[config.mk]
export PLATFORM = sky130hd
export DESIGN_NAME = mux_input_arbiter
export DESIGN_NICKNAME = d
export VERILOG_FILES = /design/src/rtl/mux_input_arbiter_pkg.sv /design/src/rtl/mux_input_arbiter_fifo_sync_lib.sv /design/src/rtl/mux_input_arbiter.sv
export SDC_FILE = /design/constraint.sdc
export NUM_CORES = 1
export LEC_CHECK = 0
export ABC_AREA = 1
export BUFFER_PORTS_ARGS = -buffer_cell sky130_fd_sc_hd__buf_2
export CAP_MARGIN = 20
export CELL_PAD_IN_SITES_DETAIL_PLACEMENT = 0
export CELL_PAD_IN_SITES_GLOBAL_PLACEMENT = 1
export CORE_MARGIN = 10
export CORE_UTILIZATION = 43
export CTS_CLUSTER_SIZE = 8
export DETAILED_ROUTE_END_ITERATION = 8
export PLACE_DENSITY_LB_ADDON = 0.1
export SETUP_SLACK_MARGIN = 0.05
export SLEW_MARGIN = 20
export SYNTH_ARGS = -nofsm -noshare
export SYNTH_HDL_FRONTEND = slang
export SYNTH_SLANG_ARGS = --single-unit
export TNS_END_PERCENT = 50
[constraint.sdc]
create_clock -name clk -period 3.2 [get_ports clk]
set_clock_uncertainty 0.2 [all_clocks]
set_input_delay 0.16 -clock clk [delete_from_list [all_inputs] [get_ports clk]]
set_output_delay 0.16 -clock clk [all_outputs]
set_load 0.005 [all_outputs]
[src/rtl/mux_input_arbiter_pkg.sv]
// Shared constants for the round-robin feeder in front of the 2-to-1 memory mux.
// Channel encodings double as selector values and last_grant values.
package mux_input_arbiter_pkg;

    localparam logic CH0 = 1'b0;
    localparam logic CH1 = 1'b1;

    localparam int DEFAULT_WIDTH = 2;
    localparam int DEFAULT_DEPTH = 4;

    // Pretending channel 1 won last makes channel 0 the first winner after reset.
    localparam logic LAST_GRANT_RST = CH1;

endpackage

[src/rtl/mux_input_arbiter_fifo_sync_lib.sv]
// Small synchronous FIFO with a combinational head word, full/empty flags and a
// sticky overflow flag for pushes dropped while full.
module fifo_sync_lib #(
    parameter int WIDTH = 2,
    parameter int DEPTH = 4,
    parameter int PTR_W = 2
) (
    input  logic             clk,
    input  logic             reset,
    input  logic             push,
    input  logic [WIDTH-1:0] wdata,
    input  logic             pop,
    output logic [WIDTH-1:0] rdata,
    output logic             full,
    output logic             empty,
    output logic             overflow
);

    logic [WIDTH-1:0] mem [DEPTH];
    logic [PTR_W-1:0] wr_ptr_reg;
    logic [PTR_W-1:0] rd_ptr_reg;
    logic [PTR_W:0]   count_reg;
    logic             overflow_reg;
    logic             do_push;
    logic             do_pop;

    assign full     = (count_reg == (PTR_W+1)'(DEPTH));
    assign empty    = (count_reg == '0);
    assign overflow = overflow_reg;
    assign rdata    = mem[rd_ptr_reg];

    // A pop on the same edge frees the slot, so a push at full still lands.
    assign do_pop  = pop && !empty;
    assign do_push = push && (!full || do_pop);

    always_ff @(posedge clk) begin
        if (reset) begin
            wr_ptr_reg   <= '0;
            rd_ptr_reg   <= '0;
            count_reg    <= '0;
            overflow_reg <= 1'b0;
        end else begin
            if (do_push) begin
                wr_ptr_reg <= wr_ptr_reg + PTR_W'(1);
            end
            if (do_pop) begin
                rd_ptr_reg <= rd_ptr_reg + PTR_W'(1);
            end
            if (do_push && !do_pop) begin
                count_reg <= count_reg + (PTR_W+1)'(1);
            end else if (!do_push && do_pop) begin
                count_reg <= count_reg - (PTR_W+1)'(1);
            end
            if (push && !do_push) begin
                overflow_reg <= 1'b1;
            end
        end
    end

    // Storage needs no reset: the pointers alone define what is valid.
    always_ff @(posedge clk) begin
        if (do_push && !reset) begin
            mem[wr_ptr_reg] <= wdata;
        end
    end

endmodule

[src/rtl/mux_input_arbiter.sv]
// Two buffered producer channels, round-robin arbitrated one word per cycle onto
// the selector/data_in0/data_in1 pins of the downstream registered mux.
module mux_input_arbiter
    import mux_input_arbiter_pkg::*;
#(
    parameter int WIDTH = DEFAULT_WIDTH,
    parameter int DEPTH = DEFAULT_DEPTH,
    parameter int PTR_W = $clog2(DEPTH)
) (
    input  logic             clk,
    input  logic             reset,
    input  logic             push0,
    input  logic [WIDTH-1:0] wdata0,
    input  logic             push1,
    input  logic [WIDTH-1:0] wdata1,
    input  logic             ready,
    output logic             full0,
    output logic             full1,
    output logic             empty0,
    output logic             empty1,
    output logic             overflow0,
    output logic             overflow1,
    output logic             selector,
    output logic [WIDTH-1:0] data_in0,
    output logic [WIDTH-1:0] data_in1,
    output logic             valid_out
);

    logic [1:0]       push_v;
    logic [1:0]       pop_v;
    logic [1:0]       full_v;
    logic [1:0]       empty_v;
    logic [1:0]       overflow_v;
    logic [WIDTH-1:0] wdata_v [2];
    logic [WIDTH-1:0] rdata_v [2];

    logic             grant;
    logic             grant_ch;

    logic             selector_reg;
    logic [WIDTH-1:0] data_in0_reg;
    logic [WIDTH-1:0] data_in1_reg;
    logic             valid_reg;
    logic             last_grant_reg;

    assign push_v     = {push1, push0};
    assign wdata_v[0] = wdata0;
    assign wdata_v[1] = wdata1;

    genvar gi;
    generate
        for (gi = 0; gi < 2; gi++) begin : g_chan
            fifo_sync_lib #(
                .WIDTH (WIDTH),
                .DEPTH (DEPTH),
                .PTR_W (PTR_W)
            ) u_fifo (
                .clk      (clk),
                .reset    (reset),
                .push     (push_v[gi]),
                .wdata    (wdata_v[gi]),
                .pop      (pop_v[gi]),
                .rdata    (rdata_v[gi]),
                .full     (full_v[gi]),
                .empty    (empty_v[gi]),
                .overflow (overflow_v[gi])
            );
        end
    endgenerate

    // Only non-empty channels are ever granted, so a pop never hits an empty FIFO.
    always_comb begin
        grant    = 1'b0;
        grant_ch = CH0;
        if (ready) begin
            if (!empty_v[0] && !empty_v[1]) begin
                grant    = 1'b1;
                grant_ch = ~last_grant_reg;
            end else if (!empty_v[0]) begin
                grant    = 1'b1;
                grant_ch = CH0;
            end else if (!empty_v[1]) begin
                grant    = 1'b1;
                grant_ch = CH1;
            end
        end
    end

    assign pop_v[0] = grant && (grant_ch == CH0);
    assign pop_v[1] = grant && (grant_ch == CH1);

    always_ff @(posedge clk) begin
        if (reset) begin
            selector_reg   <= CH0;
            data_in0_reg   <= '0;
            data_in1_reg   <= '0;
            valid_reg      <= 1'b0;
            last_grant_reg <= LAST_GRANT_RST;
        end else begin
            valid_reg <= grant;
            if (grant) begin
                selector_reg   <= grant_ch;
                last_grant_reg <= grant_ch;
                if (grant_ch == CH0) begin
                    data_in0_reg <= rdata_v[0];
                end else begin
                    data_in1_reg <= rdata_v[1];
                end
            end
        end
    end

    assign full0     = full_v[0];
    assign full1     = full_v[1];
    assign empty0    = empty_v[0];
    assign empty1    = empty_v[1];
    assign overflow0 = overflow_v[0];
    assign overflow1 = overflow_v[1];
    assign selector  = selector_reg;
    assign data_in0  = data_in0_reg;
    assign data_in1  = data_in1_reg;
    assign valid_out = valid_reg;

endmodule

==> results of run 1 <==
==> final timing paths <==
path / from / endpoint / slack, ns / cells after the start
max reg2reg: g_chan[1].u_fifo.count_reg[0] / g_chan[1].u_fifo.count_reg[2] / 0.73 / 13
min: ready / valid_out / 0.02 / 3
max: g_chan[1].u_fifo.count_reg[0] / g_chan[1].u_fifo.count_reg[2] / 0.73 / 13
min reg2reg: selector / selector / 0.27 / 2
==> area by class of cell <==
cell class / count / area (sq um)
multi-input cells: 126 / 747
fillers: 370 / 1870
clock inverters: 3 / 43.8
well taps: 50 / 62.6
inverters: 31 / 116
repair buffers: 28 / 180
flip-flops and latches: 39 / 941
clock buffers: 5 / 68.8
==> critical path: cells and delay by family (launching register included) <==
kind / cells / cell delay (ns)
buffers and inverters: 2 / 0.16
AO/OA/AOI/OAI: 4 / 0.45
adder cells (fa/ha/maj): 2 / 0.52
AND/OR/NAND/NOR: 5 / 0.58
flip-flops: 1 / 0.44
==> report_power, final <==
part           total (uW)  switching (uW)  internal [uW]
logic                 665             411            254
registers             712            85.7            626
clock network         409             177            232
total                1790             674           1110
==> kinds of logic after synthesis <==
kind of cell | Yosys count | share of synthesized area
adder cells (fa/ha/maj) | 12 | 0.0911
AO/OA/AOI/OAI | 44 | 0.130
AND/OR/NAND/NOR | 69 | 0.186
buffers and inverters | 33 | 0.0690
flip-flops | 39 | 0.519
XOR/XNOR | 1 | 0.00483
==> per-layer routing <==
metal  vias up  track usage  wire length, microns
li1        705            -                     -
met2        25        0.159                  1640
met4         0       0.0344                    44
met1       606        0.103                  1500
met3         5       0.0507                   235
met5         -            0                     0
==> through the flow <==
stage	worst slack, ns	hold WS [ns]	cells	utilization	power (uW)
CTS	0.715	0.0174	282	0.536	1810
global route	0.480	0.0276	282	0.536	1950
detailed placement	0.735	0.181	266	0.488	1390
global placement	0.798	0.181	266	0.488	1360
floorplan	0.939	0.0291	198	-	1200
finish	0.732	0.0229	282	0.536	1790
==> layout by cell type, fill, tap and decap left out <==
cell type / netlist / layout
a21boi_4: 1 / 1
a21oi_1: 16 / 16
buf_2: 1 / 20
bufinv_16: 0 / 1
clkbuf_8: 0 / 5
clkinv_2: 0 / 1
clkinv_4: 0 / 1
dfxtp_1: 23 / 23
dlygate4sd3_1: 0 / 8
edfxtp_1: 16 / 16
fa_1: 2 / 2
ha_1: 10 / 10
inv_1: 27 / 27
inv_2: 4 / 4
nand2_1: 14 / 14
nand2_2: 4 / 4
nand2_4: 3 / 3
nand3_1: 5 / 5
nand3_2: 1 / 1
nand3_4: 1 / 1
nor2_1: 33 / 33
nor2_2: 7 / 7
nor3_1: 1 / 1
o21ai_0: 25 / 25
o22ai_1: 2 / 2
xor2_1: 1 / 1
==> what timing repair did <==
item | in CTS | in global routing
endpoints found under the setup margin | 0 | 0
hold buffers | 8 | 0
endpoints found under the hold margin | 23 | 0
==> flow_summary_export.csv, run 1 <==
group,metric,value,unit
status,status,"complete, no violations",
yosys,yosysTopAreaCell,"edfxtp_1",
sta,setup-violations-final,0,
pwr,peakVddDrop,442,uV
yosys,syn_inst,198,
sta,max_freq,0.405,GHz
yosys,synth-seq-cells,39,
cells_and_area,drive_gt1_frac,0.211,
clocking,clk_latency,0.29,ns
clocking,cts_sinks,39,
placed_design,portBuffers,20,
worst_setup_path,path_max_fanout,10,
grt,grt_pass1_vias,1271,
drt,drtIter0Drc,105,
placed_design,dpl.hpwl,2530,microns
floorplan,fp.dieH,84.9,microns
pwr,power.leakage,0.000941,uW
grt,grt_use_total,0.0963,
grt,grt_overflow,0,
drt,vias_per_cell,4.76,
worst_setup_path,end_kind,"flop",
sta,finalCritPeriodShare,0.771,
drt,drtPass1Iterations,4,
cells_and_area,postLayoutCellArea,2160,sq um
worst_setup_path,start_kind,"flop",
cells_and_area,final_nets,252,
placed_design,placed_cell_area,1970,sq um
yosys,synth_edf_count,16,
worst_setup_path,cp_slowest_stage_delay,0.44,ns
grt,grt_start_max_net_pins,21,
sta,hold_viol,0,
worst_setup_path,arrival,2.45,ns
sta,max-slew-margin-rel,0.571,
drt,antenna_left,0,
worst_setup_path,cpMaxStageDelayCell,"dfxtp_1",
worst_setup_path,critPathKind,"reg2reg",
yosys,synth.most_common_cell,"nor2_1",
yosys,yosysUniqueCellTypes,22,
worst_hold_path,min-delay-path-class,"in2reg",
yosys,synthTopCellsByCount,"33 x nor2_1, 27 x inv_1, 25 x o21ai_0",
floorplan,die_w,84.9,microns
yosys,yosys_warnings,0,
clocking,cts_max_level,2,
cells_and_area,syn_to_final_growth,19.1,%
clocking,cts.path.max_buffers,2,
drt,wl_per_cell,12.1,microns
sta,finalCriticalPeriod,2.47,ns
floorplan,rows,23,
yosys,synth_nets,219,
job,maxCapViolations,0,
floorplan,start_util,0.450,
clocking,cts_buffers,5,
placed_design,place_congestion,0.709,
yosys,yosysSeqAreaShare,0.519,
yosys,syn-mean-instance-area,9.16,sq um
yosys,syn_area,1810,sq um
drt,drc_errors,0,
yosys,synthArstFlopShare,0,
floorplan,ios,21,
grt,grt_pass1_wl,5640,microns
clocking,clkSlewWorstSetupHoldPaths,0.08,ns
worst_setup_path,worstPathRequired,3.18,ns
yosys,ys_top_cells_by_area,"edfxtp_1 27%, dfxtp_1 25%, ha_1 6.9%, o21ai_0 6.9%, nor2_1 6.8%",
yosys,yosysTopAreaCellShare,0.265,
clocking,cts_tree,"yes",
clocking,ctsResizeCount,0,
worst_setup_path,path_cells,"nor2_2 -> nand2_4 -> nand3_2 -> nand2_1 -> nand2_1 -> inv_2 -> ha_1 -> inv_1 -> fa_1 -> a21oi_1 -> o21ai_0 -> o21ai_0 -> a21oi_1",
floorplan,core_area,4030,sq um
cells_and_area,antennaDiodeCount,0,
sta,tightestPinTransition,0.643,ns
clocking,clockRootBuffer,"clkbuf_8",
clocking,postCtsSetupBuffers,0,
sta,maxSlewViolCount,0,
pwr,powerDensity,827,nW/um^2
floorplan,die-area,7210,sq um
grt,antenna_found_initial,0,
drt,wl,3420,microns
cells_and_area,largest_reg_flops,16,
sta,rsz0062_at_grt,"no",
drt,vias,1341,
yosys,ys.flop_type,"dfxtp_1",
sta,tns,0,ns
Note: power is estimated with default switching activity, not from simulation.
==> run 2, diff against run 1 <==
Settings changed: CORE_UTILIZATION 43 to 39.
Clock period 3.2 ns to 2.1 ns, I/O delays scaled along.
==> flow_summary_export.csv, run 2 (synthesis gave the netlist of run 1 again) <==
group,metric,value,unit
drt,wl_per_cell,12.0,microns
drt,antenna_left,0,
worst_setup_path,end_kind,"flop",
worst_setup_path,crit_buf_inv,2,
worst_setup_path,start_kind,"flop",
drt,vias_per_cell,4.71,
clocking,cts_sinks,39,
placed_design,dpl.hpwl,2710,microns
clocking,cts_buffers,5,
pwr,peakVddDrop,673,uV
sta,timing.hold.ws,0.0992,ns
floorplan,fp.dieH,88.2,microns
pwr,total_power,3020,uW
clocking,cts.path.max_buffers,2,
placed_design,place_congestion,0.810,
clocking,clkSlewWorstSetupHoldPaths,0.08,ns
worst_setup_path,cp-endpoint,"g_chan[0].u_fifo.count_reg[2]",
sta,finalWorstSetupSlack,-0.0533,ns
status,violations,"setup timing",
floorplan,rows,24,
placed_design,dp_slack,-0.0388,ns
grt,grt_overflow,0,
floorplan,start_util,0.411,
grt,grt_pass1_vias,1421,
worst_hold_path,min-delay-path-class,"in2reg",
sta,tightestPinTransition,0.547,ns
cells_and_area,layout_common_cells,"32 x nor2_1, 25 x inv_1, 20 x o21ai_0, 20 x buf_2, 18 x dfxtp_1",
sta,finalCriticalPeriod,2.15,ns
sta,max-slew-margin-rel,0.635,
placed_design,dp_cells,282,
cells_and_area,final_nets,268,
cells_and_area,antennaDiodeCount,0,
floorplan,die_w,88.2,microns
placed_design,portBuffers,20,
cells_and_area,final_common_cell,"nor2_1",
cells_and_area,largest_reg_flops,16,
worst_setup_path,path_cells,"inv_1 -> nand2_2 -> nor2_2 -> nand2_4 -> nand3_4 -> a21boi_4 -> ha_2 -> inv_2 -> fa_2 -> a21oi_2 -> o21ai_2 -> o21ai_1 -> a21oi_1",
pwr,power.leakage,0.00102,uW
worst_setup_path,cp_slowest_stage_delay,0.35,ns
grt,grt_pass1_wl,6040,microns
grt,grt_use_total,0.0988,
worst_setup_path,timing.rr.start,"g_chan[0].u_fifo.count_reg[1]",
sta,maxSlewViolCount,0,
drt,wl,3610,microns
worst_setup_path,crit_start,"g_chan[0].u_fifo.count_reg[1]",
job,maxCapViolations,0,
cells_and_area,syn_to_final_growth,29.5,%
worst_setup_path,cpMaxStageDelayCell,"dfxtp_2",
grt,antenna_found_initial,0,
worst_setup_path,critical_path_depth,13,
worst_setup_path,worstPathRequired,2.09,ns
sta,hold_viol,0,
status,status,"finished with violations",
floorplan,core_area,4410,sq um
pwr,powerDensity,1280,nW/um^2
drt,drtPass1Iterations,4,
worst_setup_path,path_max_fanout,3,
cells_and_area,final_core_util,0.532,
worst_setup_path,critical-path-top-delay-family,"compound AO/OA/AOI/OAI gates",
worst_setup_path,rrSetupSlack,-0.05,ns
sta,finalCritPeriodShare,1.03,
sta,max_freq,0.464,GHz
clocking,cts_tree,"yes",
worst_setup_path,r2r-end,"g_chan[0].u_fifo.count_reg[2]",
floorplan,die-area,7780,sq um
worst_setup_path,critPathKind,"reg2reg",
grt,grt_start_max_net_pins,16,
drt,drc_errors,0,
clocking,clockRootBuffer,"clkbuf_8",
floorplan,ios,21,
cells_and_area,drive_gt1_frac,0.339,
drt,drtIter0Drc,43,
worst_setup_path,arrival,2.14,ns
cells_and_area,stdcell_count,300,
drt,vias,1413,
clocking,cts_max_level,2,
sta,rsz0062_at_grt,"yes",
worst_hold_path,hp-start,"ready",
worst_setup_path,ff2ff_path_depth,13,
sta,setup-violations-final,1,
clocking,clk_latency,0.29,ns
-- run 2: cell types whose count changed in the layout (fill, tap and decap cells not counted), moves of 3 or more --
cell,change
dfxtp_1,-5
nand2_1,-3
buf_4,+16
nand2_2,+3
o21ai_0,-5
dfxtp_2,+3
o21ai_1,+3
-- run 2: area by class of cell --
cell class              count  area, sq um
well taps                  52         65.1
clock buffers               6         93.8
inverters                  31          119
fillers                   420         2070
flip-flops and latches     39          952
repair buffers             44          300
clock inverters             2         13.8
multi-input cells         126          805
-- run 2: per-layer routing --
layer / wire, microns / vias to the layer above / global-route usage / share of wire
met5: 0 / - / 0 / 0
met4: 30 / 0 / 0.0399 / 0.0083
met3: 231 / 4 / 0.0409 / 0.064
met2: 1790 / 27 / 0.165 / 0.49
met1: 1560 / 642 / 0.109 / 0.43
li1: - / 740 / - / -
-- run 2: power by group --
part | internal (uW) | switching [uW] | total (uW)
combinational | 603 | 740 | 1340
sequential | 970 | 125 | 1100
clock | 306 | 272 | 578
-- run 2: how the worst min path moves through the flow --
| stage | endpoint | slack, ns | cells past startpoint |
|---|---|---|---|
| 2_1_floorplan | g_chan[0].u_fifo.overflow | -0.03 | 1 |
| 3_3_place_gp | g_chan[0].u_fifo.mem[0][0] | 0.13 | 1 |
| 3_5_place_dp | g_chan[0].u_fifo.mem[0][0] | 0.13 | 1 |
| 4_1_cts | selector | 0.07 | 4 |
| 5_1_grt | selector | 0.1 | 4 |
| 6_report | selector | 0.1 | 4 |
-- run 2: what timing repair did --
| item | 4_1_cts | 5_1_grt |
|---|---|---|
| buffers inserted | 1 | 1 |
| gates resized for setup | 4 | 9 |
| endpoints found under the setup margin | 4 | 4 |
| endpoints found under the hold margin | 25 | 0 |
| pin swaps | 1 | 5 |
| hold buffers | 8 | 0 |
-- run 2: worst reg2reg max path: cells and delay by family (launching register included) --
family,cells,cell delay (ns)
AO/OA/AOI/OAI,5,0.55
adder cells (fa/ha/maj),2,0.53
flip-flops,1,0.35
AND/OR/NAND/NOR,4,0.31
buffers and inverters,2,0.10
-- run 2: through the flow --
stage	instance area, sq um	setup TNS [ns]
6_report	2350	-0.0533
5_1_grt	2350	-0.455
4_1_cts	2310	-0.0157
3_5_place_dp	2110	-0.0424
3_3_place_gp	2110	0
2_1_floorplan	1850	-0.0510
